File: config.mk
export PLATFORM = sky130hd
export DESIGN_NAME = div_rem_issue
export DESIGN_NICKNAME = d
export VERILOG_FILES = /design/src/rtl/div_rem_issue.sv
export SDC_FILE = /design/constraint.sdc
export NUM_CORES = 1
export LEC_CHECK = 0
export ABC_CLOCK_PERIOD_IN_PS = 6700
export CORE_ASPECT_RATIO = 0.75
export CORE_MARGIN = 2
export CORE_UTILIZATION = 30
export DETAILED_ROUTE_END_ITERATION = 8
export HOLD_SLACK_MARGIN = 0.02
export PLACE_DENSITY = 0.63
export SETUP_SLACK_MARGIN = 0.5
export SYNTH_ARGS = -nofsm -noshare
export SYNTH_HDL_FRONTEND = slang
export SYNTH_SLANG_ARGS = --single-unit
File: constraint.sdc
create_clock -name clk -period 6.7 [get_ports clk]
set_input_delay 1.34 -clock clk [delete_from_list [all_inputs] [get_ports clk]]
set_output_delay 1.34 -clock clk [all_outputs]
set_load 0.05 [all_outputs]
File: src/rtl/div_rem_issue.sv
// Core-side front end for the multi-cycle unsigned divider: resolves RV32M
// corner cases locally, issues unsigned magnitudes, and restores the result sign.
module div_rem_issue (
  input  logic        clk,
  input  logic        rst,
  input  logic        exec,
  input  logic [1:0]  op,
  input  logic [31:0] src1,
  input  logic [31:0] src2,
  input  logic        kill,
  output logic        ready,
  output logic        valid,
  output logic [31:0] result,
  output logic        order,
  input  logic        accepted,
  input  logic        done,
  output logic [31:0] u_rs1,
  output logic [31:0] u_rs2,
  output logic        rem_flag,
  input  logic [31:0] unit_rd
);

  typedef enum logic [2:0] {IDLE, ISSUE, WAIT, DRAIN, FIX} state_t;

  state_t      state;
  logic [31:0] src1_q;
  logic        div0_q;
  logic        neg_q;

  // Request decode, only meaningful while IDLE samples exec.
  logic        is_signed;
  logic        div0;
  logic        ovf;
  logic        neg;
  logic [31:0] mag1;
  logic [31:0] mag2;

  assign is_signed = ~op[0];
  assign div0      = (src2 == 32'd0);
  assign ovf       = is_signed && (src1 == 32'h8000_0000) && (src2 == 32'hFFFF_FFFF);
  // Remainder takes the dividend's sign; quotient is negative when signs differ.
  assign neg       = is_signed & (op[1] ? src1[31] : (src1[31] ^ src2[31]));
  assign mag1      = (is_signed & src1[31]) ? (~src1 + 32'd1) : src1;
  assign mag2      = (is_signed & src2[31]) ? (~src2 + 32'd1) : src2;

  always_ff @(posedge clk) begin
    if (rst) begin
      state    <= IDLE;
      ready    <= 1'b1;
      valid    <= 1'b0;
      result   <= '0;
      order    <= 1'b0;
      u_rs1    <= '0;
      u_rs2    <= '0;
      rem_flag <= 1'b0;
      src1_q   <= '0;
      div0_q   <= 1'b0;
      neg_q    <= 1'b0;
    end else begin
      // NOTE: all state here uses <= so every branch sees the pre-edge values;
      // a blocking write would leak into later reads within this same block.
      valid <= 1'b0;
      case (state)
        IDLE: begin
          if (exec && !kill) begin
            rem_flag <= op[1];
            u_rs1    <= mag1;
            u_rs2    <= mag2;
            src1_q   <= src1;
            div0_q   <= div0;
            neg_q    <= neg;
            ready    <= 1'b0;
            if (div0 || ovf) begin
              state <= FIX;
            end else begin
              state <= ISSUE;
              order <= 1'b1;
            end
          end
        end
        ISSUE: begin
          if (accepted) begin
            order <= 1'b0;
            state <= kill ? DRAIN : WAIT;
          end else if (kill) begin
            order <= 1'b0;
            ready <= 1'b1;
            state <= IDLE;
          end
        end
        WAIT: begin
          if (done) begin
            state <= IDLE;
            ready <= 1'b1;
            if (!kill) begin
              valid  <= 1'b1;
              result <= neg_q ? (~unit_rd + 32'd1) : unit_rd;
            end
          end else if (kill) begin
            state <= DRAIN;
          end
        end
        DRAIN: begin
          if (done) begin
            state <= IDLE;
            ready <= 1'b1;
          end
        end
        FIX: begin
          state <= IDLE;
          ready <= 1'b1;
          if (!kill) begin
            valid <= 1'b1;
            if (div0_q) result <= rem_flag ? src1_q : 32'hFFFF_FFFF;
            else        result <= rem_flag ? 32'd0 : 32'h8000_0000;
          end
        end
        default: begin
          state <= IDLE;
          ready <= 1'b1;
          order <= 1'b0;
        end
      endcase
    end
  end

endmodule

==> results of run 1 <==
## path summary, 6_finish.rpt
path | startpoint | to | slack, ps | depth (start not counted)
hold / removal | src1_q[18] | src1_q[18] | 450 | 2
hold reg to reg | src1_q[18] | src1_q[18] | 450 | 2
setup / recovery | src1[6] | order | 2900 | 6
setup reg to reg | neg_q | result[2] | 4100 | 5
## registers in the layout (all words and copies together) (netlist names)
signal and cells:
neg_q 1, u_rs1 32, ready 1, u_rs2 32, result 32, valid 1
div0_q 1, order 1, state 3, rem_flag 1, src1_q 31
## metrics by stage
stage / setup WS [ps] / hold WS, ps / cells / util / total power (W)
finish: 2900 / 452 / 1514 / 0.419 / 0.00238
global route: 2760 / 464 / 1514 / 0.419 / 0.00247
CTS: 2990 / 454 / 1514 / 0.419 / 0.00239
detailed placement: 2550 / 445 / 1482 / 0.395 / 0.00141
global placement: 2670 / 443 / 1482 / 0.395 / 0.00141
floorplan: 3480 / 431 / 1006 / - / 0.00120
## routing by layer
layer	share of wire	up-vias	track usage
li1	-	3968	-
met1	0.48	3819	0.284
met2	0.43	273	0.292
met3	0.076	23	0.0572
met4	0.015	2	0.0489
met5	0.00048	-	0
## cell type report
| class | instances | area, um2 | share of cell area |
|---|---|---|---|
| clock buffers | 18 | 439 | 0.0418 |
| clock inverters | 14 | 163 | 0.0155 |
| flip-flops and latches | 136 | 2720 | 0.259 |
| well taps | 338 | 423 | 0.0403 |
| inverters | 28 | 105 | 0.0100 |
| multi-input cells | 768 | 4550 | 0.433 |
| repair buffers | 212 | 2100 | 0.200 |
## kinds of logic (layout without fill, tap and decap cells)
group | after synthesis | in the layout | share of synthesized area
buffers and inverters | 102 | 272 | 0.0517
adder cells (fa/ha/maj) | 4 | 4 | 0.00655
flip-flops | 136 | 136 | 0.356
AO/OA/AOI/OAI | 293 | 293 | 0.240
AND/OR/NAND/NOR | 389 | 389 | 0.250
XOR/XNOR | 74 | 74 | 0.0848
multiplexers | 8 | 8 | 0.0106
## cell usage in the layout (no fill, tap or decap), types with 10 or more instances in the layout
master,synthesis,layout
o22ai_1,13,13
xor2_1,22,22
o31ai_1,11,11
a21oi_1,92,92
or3_1,12,12
a211oi_1,56,56
nor2_1,134,134
nand3_1,14,14
xnor2_1,52,52
dfxtp_1,136,136
a41oi_1,11,11
clkdlybuf4s50_1,0,202
nor3_1,39,39
clkbuf_16,0,17
a31oi_1,20,20
buf_4,1,10
o21ai_0,52,52
inv_1,27,27
nand2b_1,12,12
nand2_1,97,97
nor4_1,14,14
nand4_1,17,17
## worst max-delay path: cells and delay by family
kind | cells | cell delay (ps)
buffers and inverters | 1 | 530
AND/OR/NAND/NOR | 4 | 2030
AO/OA/AOI/OAI | 1 | 210
## power by group through the flow
| stage | logic [W] | registers (W) | clock network [W] |
|---|---|---|---|
| after floorplan | 0.000184 | 0.00101 | 0 |
| after global placement | 0.000507 | 0.000904 | 0 |
| after detailed placement | 0.000510 | 0.000904 | 0 |
| after CTS | 0.000513 | 0.000887 | 0.000992 |
| after global routing | 0.000550 | 0.000893 | 0.00103 |
| final | 0.000513 | 0.000886 | 0.000976 |
==> run summary, run 1 <==
Post CTS Setup Buffer Count: 0
Total clock sinks: 136
Fill count: 2560
Core ar.: 0.0250 mm2
Critical Path, Cell by Cell: clkdlybuf4s50_1, nor4_2, nor4b_4, nand3_1, or3_1, a32o_1
RSZ-0062 raised after global routing: no
Avg Vias per Cell: 5.34
Initial Utilization: 0.306
Power Density: 226 mW/mm2
Psw: 0.000758 W
Critical path's slowest cell: nor4_2
Layout cells sized above 1: 0.0510
CTS root buf: clkbuf_16
Avg WL per Cell: 17.8 um
Drt total wl: 27000 um
Crit path kind: primary input to flop
Worst IR drop on VDD: 0.176 mV
Worst-Skew Late Latency: 430 ps
First-pass DRT Iterations: 4
Setup TNS: 0 ps
Ys Warns: 0
Status: completed
# IOs: 204
Rows: 50
First-pass GRT wire length: 41900 um
Synthesized cell area: 0.00765 mm2
Worst Path Arrival: 4120 ps
Die Y: 142 um
Vias in the first global route: 7554
Pins Over Slew Limit: 0
Mapped Avg Cell Area: 7.60 um2
Clock share of power: 0.411
Largest area contributor in the netlist: dfxtp_1
Top-count cell post-synth: dfxtp_1
Drt first-iter violations: 678
Max-cap check violation count: 0
DR vias: 8085
Worst slew pin tran: 1100 ps
LEAKAGE: 3.50 nW
Quantity of I/O buffers inserted on ports: 203
Register area share after synthesis: 0.356
Chip Width: 188 um
Power share of the sequential group: 0.373
# setup viols final: 0
DIE AREA: 0.0268 mm2
Post-CTS sizing: 0
CTS Hold Bufs: 0
Synth-to-Final Area Change: 37.3%
Hold crit path type: flop to flop
Fmax achieved: 263 MHz
Synth area leaders: dfxtp_1, nor2_1, a21oi_1
Fin Clk Skew: 9.37 ps
Combinational share of power: 0.216
Synthesized Nets: 1114
Post-synth top cells: dfxtp_1, nor2_1, nand2_1, a21oi_1, clkbuf_1
Post-synth EDFFs: 0
CP max stage delay: 830 ps
Diode count: 0
Critical Path Sink Type: flop
Headroom to the max-slew limit: 0.267
Crit path time final: 3800 ps
FFs w/ async S/R, synth: 0
GR Overflow Total: 0
NumNets Final: 1271
Final instance area: 0.0105 mm2
Critical Path Start Type: primary input
Final HPWL DP: 19500 um
Post-synth top flop: dfxtp_1
Largest net degree at the start of global routing: 107
RD Place Congestion: 0.912
Required time of the critical path: 7020 ps
Max clock buf depth: 2
Synth unique cells: 60
Initial antenna violation count: 1
Fin. Hold Viols: 0
CTS buffer count: 17
Synth top area share: 0.356
Antenna-violating nets left: 0
Yosys reg bits: 136
CTS tree: built
Total track usage: 0.198
Gate Count Post-Synth: 1006
Int Pwr: 0.00162 W
Final period utilization: 0.567
Clock Pin Slew Worst Setup and Hold Paths: 70 ps
Switch share: 0.319
DP Area: 0.00989 mm2
DRC viols: 0
Max Fanout on Critical Path: 8
H-tree depth: 4
(Power assumes the default switching activity.)
==> run 2: changes to the inputs <==
Settings changed: ABC_CLOCK_PERIOD_IN_PS 6700 to 3900.
Clock period 6.7 ns to 3.9 ns, I/O delays scaled along.
==> run summary, run 2 (synthesis results as in run 1) <==
Fin Clk Skew: 6.86 ps (-2.52 ps)
H-tree depth: 4 (unchanged)
DIE AREA: 0.0268 mm2 (unchanged)
Hold crit path type: flop to flop
Worst-Skew Late Latency: 430 ps (about the same)
Post-CTS sizing: 0 (unchanged)
DRC viols: 0 (unchanged)
Clock Pin Slew Worst Setup and Hold Paths: 60 ps (about the same)
Critical Path Start Type: primary input
Power Density: 387 mW/mm2 (+71%)
Crit path kind: primary input to flop
Worst Path Arrival: 3280 ps (-840 ps)
Required time of the critical path: 4240 ps (-2780 ps)
Status: completed
Total clock sinks: 136 (unchanged)
Drt first-iter violations: 444 (-35%)
Placed cell count: 1492 (+0.67%)
Final HPWL DP: 19900 um (+2.1%)
Setup TNS: 0 ps (unchanged)
Post CTS Setup Buffer Count: 0 (unchanged)
Critical path's slowest cell: or4_1
Die Y: 142 um (unchanged)
CP max stage delay: 710 ps (-120 ps)
Max clock buf depth: 2 (unchanged)
Crit path time final: 2950 ps
RSZ-0062 raised after global routing: no
Buffers & Inverters on Critical Path: 1 (unchanged)
CTS tree: built
Quantity of I/O buffers inserted on ports: 203 (unchanged)
Fin. Hold Viols: 0 (unchanged)
Fill count: 2586 (+1.0%)
GR peak layer: met2
First-pass DRT Iterations: 5 (+1)
CTS root buf: clkbuf_16
Critical Path, Cell by Cell: clkdlybuf4s50_1, or4_1, nor4b_2, a41oi_1, xnor2_1, a211oi_1
Final Non-Filler Cells: 1525 (+0.73%)
Vias in the first global route: 7421 (-1.8%)
DR vias: 8139 (+0.67%)
Reg area: 0.00272 mm2 (unchanged)
GR Overflow Total: 0 (unchanged)
Grt met1 use: 0.280 (-0.00397)
Critical path's top delay family: simple AND/OR/NAND/NOR gates
Max-cap check violation count: 0 (unchanged)
Core ar.: 0.0250 mm2 (unchanged)
NumNets Final: 1281 (+0.79%)
Most frequent cells in the layout: clkdlybuf4s50_1, dfxtp_1, nor2_1
Grt met3 use: 0.0565 (-0.000740)
Drt total wl: 27000 um (+0.17%)
Footprint of the multi-input gates: 0.00455 mm2 (unchanged)
Chip Width: 188 um (unchanged)
Largest regs: result x32, u_rs1 x32, u_rs2 x32
# IOs: 204 (unchanged)
Worst slew pin tran: 1130 ps (+31.7 ps)
Avg WL per Cell: 17.7 um (-0.56%)
RD Place Congestion: 0.880 (-3.5%)
LEAKAGE: 3.57 nW (+2.0%)
Commonest non-fill, non-tap cell in the layout: clkdlybuf4s50_1
Critical Path Sink Type: flop
Grt met2 use: 0.294 (+0.00252)
Largest net degree at the start of global routing: 103 (-3.7%)
Power after layout: 0.00410 W (+72%)
CTS Hold Bufs: 0 (unchanged)
Total track usage: 0.198 (about the same)
Rows: 50 (unchanged)
Max Fanout on Critical Path: 8 (unchanged)
Worst IR drop on VDD: 0.335 mV (+90%)
Fmax achieved: 339 MHz
CTS buffer count: 17 (unchanged)
# setup viols final: 0 (unchanged)
Pins Over Slew Limit: 0 (unchanged)
Avg Vias per Cell: 5.34 (about the same)
Initial antenna violation count: 1 (unchanged)
Layout cells sized above 1: 0.0590 (+0.00800)
Final period utilization: 0.755
Antenna-violating nets left: 0 (unchanged)
First-pass GRT wire length: 41600 um (-0.67%)
Synth-to-Final Area Change: 38.6%
Headroom to the max-slew limit: 0.247 (-0.0201)
Initial Utilization: 0.306 (unchanged)
[run 2: cell count changes in the layout (fill, tap and decap cells not counted), moves of 2 or more]
cell	delta
clkinvlp_4	-2
clkinv_2	+4
clkinv_4	+2
inv_6	-3
buf_4	+8
buf_12	+2
[run 2: power breakdown]
part           switching, W  internal, W
Sequential        0.0000516      0.00147
Combinational      0.000549     0.000342
Clock              0.000679      0.00101
[run 2: worst paths after layout]
kind,startpoint,to,slack (ps),cells past startpoint
worst max-delay path,src1[10],u_rs1[20],950,6
worst min-delay path,src1_q[25],src1_q[25],450,2
worst max register to register,state[2],result[16],1610,6
worst min register to register,src1_q[25],src1_q[25],450,2
[run 2: final cells by class]
type                            instances  share of cell area
Tap cell                              338              0.0399
Antenna cell                            1            0.000236
Clock inverter                         15              0.0168
Sequential cell                       136               0.257
Multi-Input combinational cell        768               0.429
Inverter                               28             0.00992
Clock buffer                           17              0.0401
Timing Repair Buffer                  222               0.207
[run 2: per-stage QoR]
step	hold WS, ps	utilization	setup slack (ps)	instance area, um2
CTS	452	0.423	961	10600
global route	466	0.423	848	10600
floorplan	431	-	1240	7650
detailed placement	443	0.399	517	9990
global placement	441	0.399	585	9990
finish	451	0.424	954	10600
[run 2: tightest hold or removal path, cell delays in order, from the launching register on]
cell and delay [ps]:
dfxtp_1 310, nand2_1 50, a21oi_1 50
[run 2: routing by layer]
layer  vias to the layer above  wire length, um
met5                         -                0
met4                         0              439
met3                        25             2200
met2                       286            11300
met1                      3827            13000
li1                       4001                -
